===== src/rtl/led_matrix_scan_pwm.sv =====
// Column-scanned LED matrix driver with per-pixel PWM grey levels. LMD_TEARFREE_EN defers buffer loads to the frame boundary.
// Latency: serial inputs act on the 3rd clk edge after their rise; row_out/col_sel/frame_sync are registered and track the scan counters.
// Backpressure: none; the scan free-runs while ena=1 and holds position while ena=0.
module led_matrix_scan_pwm #(
    parameter int NCOLS       = 8,
    parameter int NROWS       = 8,
    parameter int PWM_BITS    = 2,
    parameter int SLOT_TICKS  = 8,
    parameter int BLANK_TICKS = 4
) (
    input  logic             clk,
    input  logic             rst_n,
    input  logic             ena,
    input  logic             din,
    input  logic             dclk,
    input  logic             strobe,
    output logic [NROWS-1:0] row_out,
    output logic [NCOLS-1:0] col_sel,
    output logic             frame_sync
);
    localparam int S        = (1 << PWM_BITS) - 1;
    localparam int DWELL    = BLANK_TICKS + S * SLOT_TICKS;
    localparam int TOTAL    = NCOLS * NROWS * PWM_BITS;
    localparam int CB       = NROWS * PWM_BITS;
    localparam int CW       = $clog2(NCOLS);
    localparam int TW       = $clog2(DWELL);
    localparam logic [CW-1:0] COL_LAST = CW'(NCOLS - 1);
    localparam logic [TW-1:0] T_LAST   = TW'(DWELL - 1);

    logic [2:0]       sync1, sync2;   // {strobe, dclk, din}
    logic [1:0]       prev;           // {strobe, dclk} one cycle behind sync2
    logic             din_s, dclk_rise, strobe_rise;
    logic [TOTAL-1:0] chain, disp_buf;
    logic [CW-1:0]    col, col_nxt;
    logic [TW-1:0]    t, t_nxt;
    logic             wrap, load;
    logic [CB-1:0]    col_bits;
    logic [NROWS-1:0] row_nxt;
    logic [NCOLS-1:0] col_sel_nxt;

    assign din_s       = sync2[0];
    assign dclk_rise   = sync2[1] & ~prev[0];
    assign strobe_rise = sync2[2] & ~prev[1];

    always_ff @(posedge clk or negedge rst_n) begin
        if (!rst_n) begin
            sync1 <= '0;
            sync2 <= '0;
            prev  <= '0;
        end else begin
            sync1 <= {strobe, dclk, din};
            sync2 <= sync1;
            prev  <= sync2[2:1];
        end
    end

    always_comb begin
        t_nxt   = t;
        col_nxt = col;
        wrap    = 1'b0;
        if (ena) begin
            if (t == T_LAST) begin
                t_nxt   = '0;
                col_nxt = (col == COL_LAST) ? '0 : col + CW'(1);
                wrap    = (col == COL_LAST);
            end else begin
                t_nxt = t + TW'(1);
            end
        end
    end

    // Outputs are computed from the next counter state so they line up with col/t once registered.
    // A pixel of value v is lit for t in [BLANK, BLANK + v*SLOT), i.e. exactly while v > slot index.
    always_comb begin
        col_bits = '0;
        for (int c = 0; c < NCOLS; c++) begin
            if (col_nxt == CW'(c)) col_bits = disp_buf[c*CB +: CB];
        end
        row_nxt     = '0;
        col_sel_nxt = '0;
        if (ena && (32'(t_nxt) >= BLANK_TICKS)) begin
            col_sel_nxt = NCOLS'(1) << col_nxt;
            for (int r = 0; r < NROWS; r++) begin
                row_nxt[r] = 32'(t_nxt) <
                             BLANK_TICKS + 32'(col_bits[r*PWM_BITS +: PWM_BITS]) * SLOT_TICKS;
            end
        end
    end

`ifdef LMD_TEARFREE_EN
    logic pending;

    // A strobe edge coincident with the frame wrap is honoured at that same wrap.
    assign load = wrap & (pending | strobe_rise);

    always_ff @(posedge clk or negedge rst_n) begin
        if (!rst_n)           pending <= 1'b0;
        else if (load)        pending <= 1'b0;
        else if (strobe_rise) pending <= 1'b1;
    end
`else
    assign load = strobe_rise;
`endif

    always_ff @(posedge clk or negedge rst_n) begin
        if (!rst_n) begin
            chain      <= '0;
            disp_buf   <= '0;
            col        <= '0;
            t          <= '0;
            row_out    <= '0;
            col_sel    <= '0;
            frame_sync <= 1'b0;
        end else begin
            col        <= col_nxt;
            t          <= t_nxt;
            row_out    <= row_nxt;
            col_sel    <= col_sel_nxt;
            frame_sync <= wrap;
            if (dclk_rise) chain    <= {chain[TOTAL-2:0], din_s};
            if (load)      disp_buf <= chain;
        end
    end
endmodule


===== config.mk =====
export PLATFORM = sky130hd
export DESIGN_NAME = led_matrix_scan_pwm
export DESIGN_NICKNAME = d
export VERILOG_FILES = /design/src/rtl/led_matrix_scan_pwm.sv
export SDC_FILE = /design/constraint.sdc
export NUM_CORES = 1
export LEC_CHECK = 0
export ABC_CLOCK_PERIOD_IN_PS = 8400
export BUFFER_PORTS_ARGS = -buffer_cell sky130_fd_sc_hd__buf_2
export CORE_UTILIZATION = 44
export DETAILED_ROUTE_END_ITERATION = 8
export PLACE_DENSITY = 0.61
export REMOVE_ABC_BUFFERS = 1
export SYNTH_ARGS = -nofsm -noshare
export SYNTH_HDL_FRONTEND = slang
export SYNTH_SLANG_ARGS = --single-unit

===== constraint.sdc =====
create_clock -name clk -period 8.4 [get_ports clk]
set_input_delay 0.42 -clock clk [delete_from_list [all_inputs] [get_ports clk]]
set_output_delay 0.42 -clock clk [all_outputs]
set_load 0.05 [all_outputs]

== Yosys cells after proc, flatten, opt, wreduce, memory -nomap -nowiden ==
Index checks and enable logic that the tools add are counted.
W data, S select, Z words.

* Register bits: 289
* Input port bits: 6
* Output and inout bits: 17

* Add/subtract/negate cells: 10
* Order comparisons: 9
* Eq/ne operators: 9
* Shift operators: 1
* Mux-type cells: 17
* Bitwise logic cells: 4
* Reductions and logical operators: 2

{| class="wikitable"
|+ Operators with widths
! kind !! count
|-
| $mux W16 || 8
|-
| $add A3 B5 Y6 const A || 8
|-
| $lt A5 B6 Y1 || 8
|-
| $mux W8 || 2
|-
| $eq A3 B3 Y1 const B || 5
|-
| $mux W5 || 2
|-
| $mux W3 || 3
|-
| $shl A1 B3 Y8 const A || 1
|-
| $eq A3 B2 Y1 const B || 2
|-
| $add A5 B1 Y5 const B || 1
|-
| $eq A5 B5 Y1 const B || 1
|-
| $ge A5 B3 Y1 const B || 1
|-
| $add A3 B1 Y3 const B || 1
|-
| $eq A3 B1 Y1 const B || 1
|-
| $logic_not A3 Y1 || 1
|-
| $and A1 B1 Y1 || 2
|-
| $mux W1 || 2
|-
| $not A1 Y1 || 2
|-
| $logic_and A1 B1 Y1 || 1
|}

== Logic depth before layout (Yosys ltp) ==
* Word-level depth: 16
* Depth in mapped cells: 12
* Mapped depth without buffers: 11

== Least setup slack after synthesis ==
No wires, ideal clock.

* Path kind: reg2reg
* Start point: register col[1]
* End point: register row_out[2]
* Arrival: 2.690 ns
* Required time: 8.306 ns
* Setup slack: 5.616 ns
* Stages on the path, launching flop included: 11
* Buffers on the path: 1
* Path through: dfrtp_1 > ha_1 > ha_1 > buf_1 > nor3_1 > a21oi_1 > nor2_1 > o32ai_1 > ha_1 > a21o_1 > a211oi_1

* Word-level cells in the longest chain between the ends: 16
* Elaborated cells on any way between the ends: 24

{| class="wikitable"
|+ Ends and longest elaborated chain
! element !! line !! text
|-
| start, declared || 34 || <nowiki>logic [CW-1:0] col, col_nxt;</nowiki>
|-
| start signal, assigned || 115 || <nowiki>col <= col_nxt;</nowiki>
|-
| $add A3 B1 Y3 or $eq A3 B3 Y1 (tied branches) || 64 || <nowiki>col_nxt = (col == COL_LAST) ? '0 : col + CW'(1);</nowiki>
|-
| $mux W3 || 64 ||
|-
| $mux W3 || 62 || <nowiki>if (t == T_LAST) begin</nowiki>
|-
| $mux W3 (*) || 61 || <nowiki>if (ena) begin</nowiki>
|-
| $logic_not A3 Y1 || 77 || <nowiki>if (col_nxt == CW'(c)) col_bits = disp_buf[c*CB +: CB];</nowiki>
|-
| $mux W16 (7 in a row) || 77 ||
|-
| $mux W16 (*) || 77 ||
|-
| $add A3 B5 Y6 (*) || 85 || <nowiki>BLANK_TICKS + 32'(col_bits[r*PWM_BITS +: PWM_BITS]) * SLOT_TICKS;</nowiki>
|-
| $lt A5 B6 Y1 (*) || 84 || <nowiki>row_nxt[r] = 32'(t_nxt) <</nowiki>
|-
| $mux W8 (*) || 81 || <nowiki>if (ena && (32'(t_nxt) >= BLANK_TICKS)) begin</nowiki>
|-
| via row_nxt[2] || 38 || <nowiki>logic [NROWS-1:0] row_nxt;</nowiki>
|-
| end signal, assigned || 117 || <nowiki>row_out <= row_nxt;</nowiki>
|-
| end, declared || 17 || <nowiki>output logic [NROWS-1:0] row_out,</nowiki>
|}

Mark *: on every way through the listed nets, which the timed path passes. The rest lies on a longest branch.
A chain may end at the register's enable or synchronous reset.

== Worst setup path in the final report ==
* Start point: register col[0]
* End point: register row_out[5]

Same word-level chain as after synthesis.

==> impl_metrics.env <==
export IMPL_status="finished, final reports clean"
export IMPL_cap_violations=0
export IMPL_ys_ff_latch=289
export IMPL_drive_gt1_share_pct=39.6
export IMPL_netlist_area_leader_share_pct=59.5
export IMPL_die_y_um=168
export IMPL_startpoint_type="flip-flop"
export IMPL_intPower_uw=2550
export IMPL_grt_pass1_wl_um=42800
export IMPL_vias=6954
export IMPL_synthFlopType="dfrtp_1"
export IMPL_worst_ep_required_time_ns=8.80
export IMPL_synth_largest_area_cell="dfrtp_1"
export IMPL_netlist_area_um2=12200
export IMPL_initialDrtViolationCount=482
export IMPL_seqCellArea_um2=7230
export IMPL_nNetsFinal=881
export IMPL_power_frac_seq_pct=43.7
export IMPL_placed_cells=1161
export IMPL_path_class="flip-flop to flip-flop"
export IMPL_combPwrFrac_pct=22.1
export IMPL_fp_row_count=60
export IMPL_cts_clk_slew_worst_paths_ns=0.06
export IMPL_setup_viol=0
export IMPL_fin_crit_sh_pct=48.0
export IMPL_netSwitchingFraction_pct=29.8
export IMPL_post_cts_buffers=0
export IMPL_port_buffers=22
export IMPL_clock_latency_ns=0.55
export IMPL_cts_htree_levels=1
export IMPL_worst_slack_ns=4.37
export IMPL_switching_power_uw=1080
export IMPL_ys_seq_area_share_pct=59.5
export IMPL_grt_max_degree=82
export IMPL_p_leak_uw=0.00663
export IMPL_power_frac_clock_pct=34.2
export IMPL_drcViolationCount=0
export IMPL_period_needed_ns=4.03
export IMPL_fmax_ghz=0.248
export IMPL_clockBufferDepth=3
export IMPL_grt_pass1_vias=7135
export IMPL_drtAntennaViolNets=0
export IMPL_numCtsBuffers=30
export IMPL_tns_ns=0
export IMPL_pre_cts_slack_ns=4.47
export IMPL_die_area_um2=28300
export IMPL_hp_class="primary input to flip-flop"
export IMPL_antenna_found_initial=0
export IMPL_multi_input_area_um2=4730
export IMPL_root_buffer="clkbuf_16"
export IMPL_rsz0062_at_grt="no"
export IMPL_wl_per_cell_um=21.6
export IMPL_vias_per_cell=5.73
export IMPL_ir_drop_v=0.000161
export IMPL_hold_depth=2
export IMPL_syn_area_per_cell_um2=14.6
export IMPL_dp_hpwl_um=17200
export IMPL_synth_edf_count=0
export IMPL_relSlewSlack_pct=32.7
export IMPL_final_core_util_pct=50.2
export IMPL_crit_path_end_kind="flip-flop"
export IMPL_start_util_pct=45.0
export IMPL_area_growth_pct=11.6
export IMPL_reg2reg_depth=11
export IMPL_gp_congestion=0.830
export IMPL_crit_arrival_ns=4.43
export IMPL_synthDistinctLibCells=56
export IMPL_cp_max_fo=18
export IMPL_syn_inst=830
export IMPL_die_w_um=168
export IMPL_power_density_nw_per_um2=268
export IMPL_wl_um=26200
export IMPL_drv_slew=0
export IMPL_core_area_um2=27000
export IMPL_track_usage_pct=19.5
export IMPL_worst_clock_skew_ns=0.0165
export IMPL_hold_viol=0
export IMPL_synth_area_leaders="dfrtp_1 (60%), mux2_2 (24%), ha_1 (2.0%)"
export IMPL_synth_async_reset_ratio_pct=100
export IMPL_stdcell_count=1214
export IMPL_ioPinCount=23
export IMPL_fillers=2315
export IMPL_ys_warnings_count=0
export IMPL_cts_tree="yes"
export IMPL_cts_sinks=289
export IMPL_grt_overflow=0
export IMPL_drtPass1Iterations=4
export IMPL_insertedDiodeCount=0
export IMPL_worst_pin_slew_ns=1.01
[flip-flops by register name, summed over array words and instances (netlist names)]
name,flops
disp_buf,128
t,5
col_sel,8
row_out,8
sync2,3
col,3
sync1,3
prev,2
chain,128
frame_sync,1
[metal layers]
layer,track usage (%),up-vias,part of all wire [%]
met5,0.348,-,0
met4,5.77,0,3.2
met3,3.43,52,4.5
met2,29.3,151,44
met1,28.8,3606,48
li1,-,3145,-
[final timing paths]
check | startpoint | to | slack [ns]
max in group asynchronous | rst_n | disp_buf[75] | 6.50
worst min register to register | sync1[0] | sync2[0] | 0.35
worst min-delay path | ena | t[1] | 0.29
min in group asynchronous | rst_n | chain[99] | 0.45
worst max register to register | col[0] | row_out[5] | 4.37
worst max-delay path | col[0] | row_out[5] | 4.37
[worst max-delay path, stage by stage (launching register included)]
cell      delay, ns
dfrtp_1        0.49
buf_4          0.26
ha_1           0.22
ha_1           0.27
or3_4          0.45
o21ai_4        0.58
mux2i_1        0.39
o221ai_1       0.20
a21oi_1        0.21
ha_1           0.25
a21o_1         0.16
a211oi_1       0.38
[cell families after synthesis]
logic type | count (synthesis) | synth area share [%]
mux | 267 | 24.6
simple gates | 64 | 2.87
fa+ha+maj | 19 | 1.96
xor+xnor | 3 | 0.216
flops | 289 | 59.5
compound gates | 140 | 9.13
buf+inv | 48 | 1.68
[through the flow]
stage | power [uW] | cell area [um2] | hold slack (ns)
floorplan | 2150 | 12000 | 0.124
global placement | 2390 | 12600 | 0.331
detailed placement | 2400 | 12600 | 0.336
CTS | 3670 | 13600 | 0.267
global route | 3830 | 13600 | 0.277
finish | 3630 | 13600 | 0.292
[layout make-up]
type | count | area share (%)
flip-flops and latches | 289 | 53.3
multi-input cells | 493 | 34.9
clock buffers | 43 | 6.35
well taps | 341 | 3.15
repair buffers | 36 | 1.73
clock inverters | 6 | 0.406
inverters | 6 | 0.166
[cells in the mapped netlist (2+ instances only)]
library cell and count:
xor2_1 2, and2_1 2, dfrtp_1 289, and3_1 2, buf_1 7, nand2b_1 2, o211ai_1 3, nor2_1 20
nand2_1 15, a221oi_1 18, buf_2 7, a21o_1 10, o21ai_1 3, o22a_1 7, a222oi_1 6, ha_1 19
a22o_1 7, a21oi_1 17, inv_1 5, clkbuf_1 26, o21a_1 13, a21boi_1 6, a211o_1 7, nor3_1 6
o221ai_1 4, o21ai_0 5, mux2i_1 10, buf_6 2, a221o_1 8, o2bb2ai_1 2, a211oi_1 8, o22ai_1 8
nor2b_1 5, mux2_2 257
[what timing repair did]
action | 4_1_cts | 5_1_grt
resized for setup | 0 | 0
endpoints found under the hold margin | 77 | 0
hold buffers | 4 | 0
[layout by cell type (no fill, tap or decap), drive strengths merged, types with 3 or more instances in the layout]
cell type and n:
nand2 16, a221o 8, o211ai 3, nand2b 3, ha 19, clkinv 6
nor2 22, buf 32, o221ai 4, a211o 7, a221oi 18, a22o 7
a21o 10, o21a 13, o21ai 10, mux2 257, dfrtp 289, dlygate4sd3 4
o22ai 9, a21boi 6, nor3 8, o22a 7, nor2b 5, a211oi 8
clkbuf 43, a21oi 17, inv 5, a222oi 6, mux2i 10
[power groups by stage]
stage	combinational [uW]	sequential [uW]	clock (uW)
2_1_floorplan	508	1650	0
3_3_place_gp	776	1610	0
3_5_place_dp	790	1610	0
4_1_cts	805	1590	1280
5_1_grt	884	1600	1340
6_report	803	1590	1240
No activity file was read; power rests on OpenSTA's default activity.
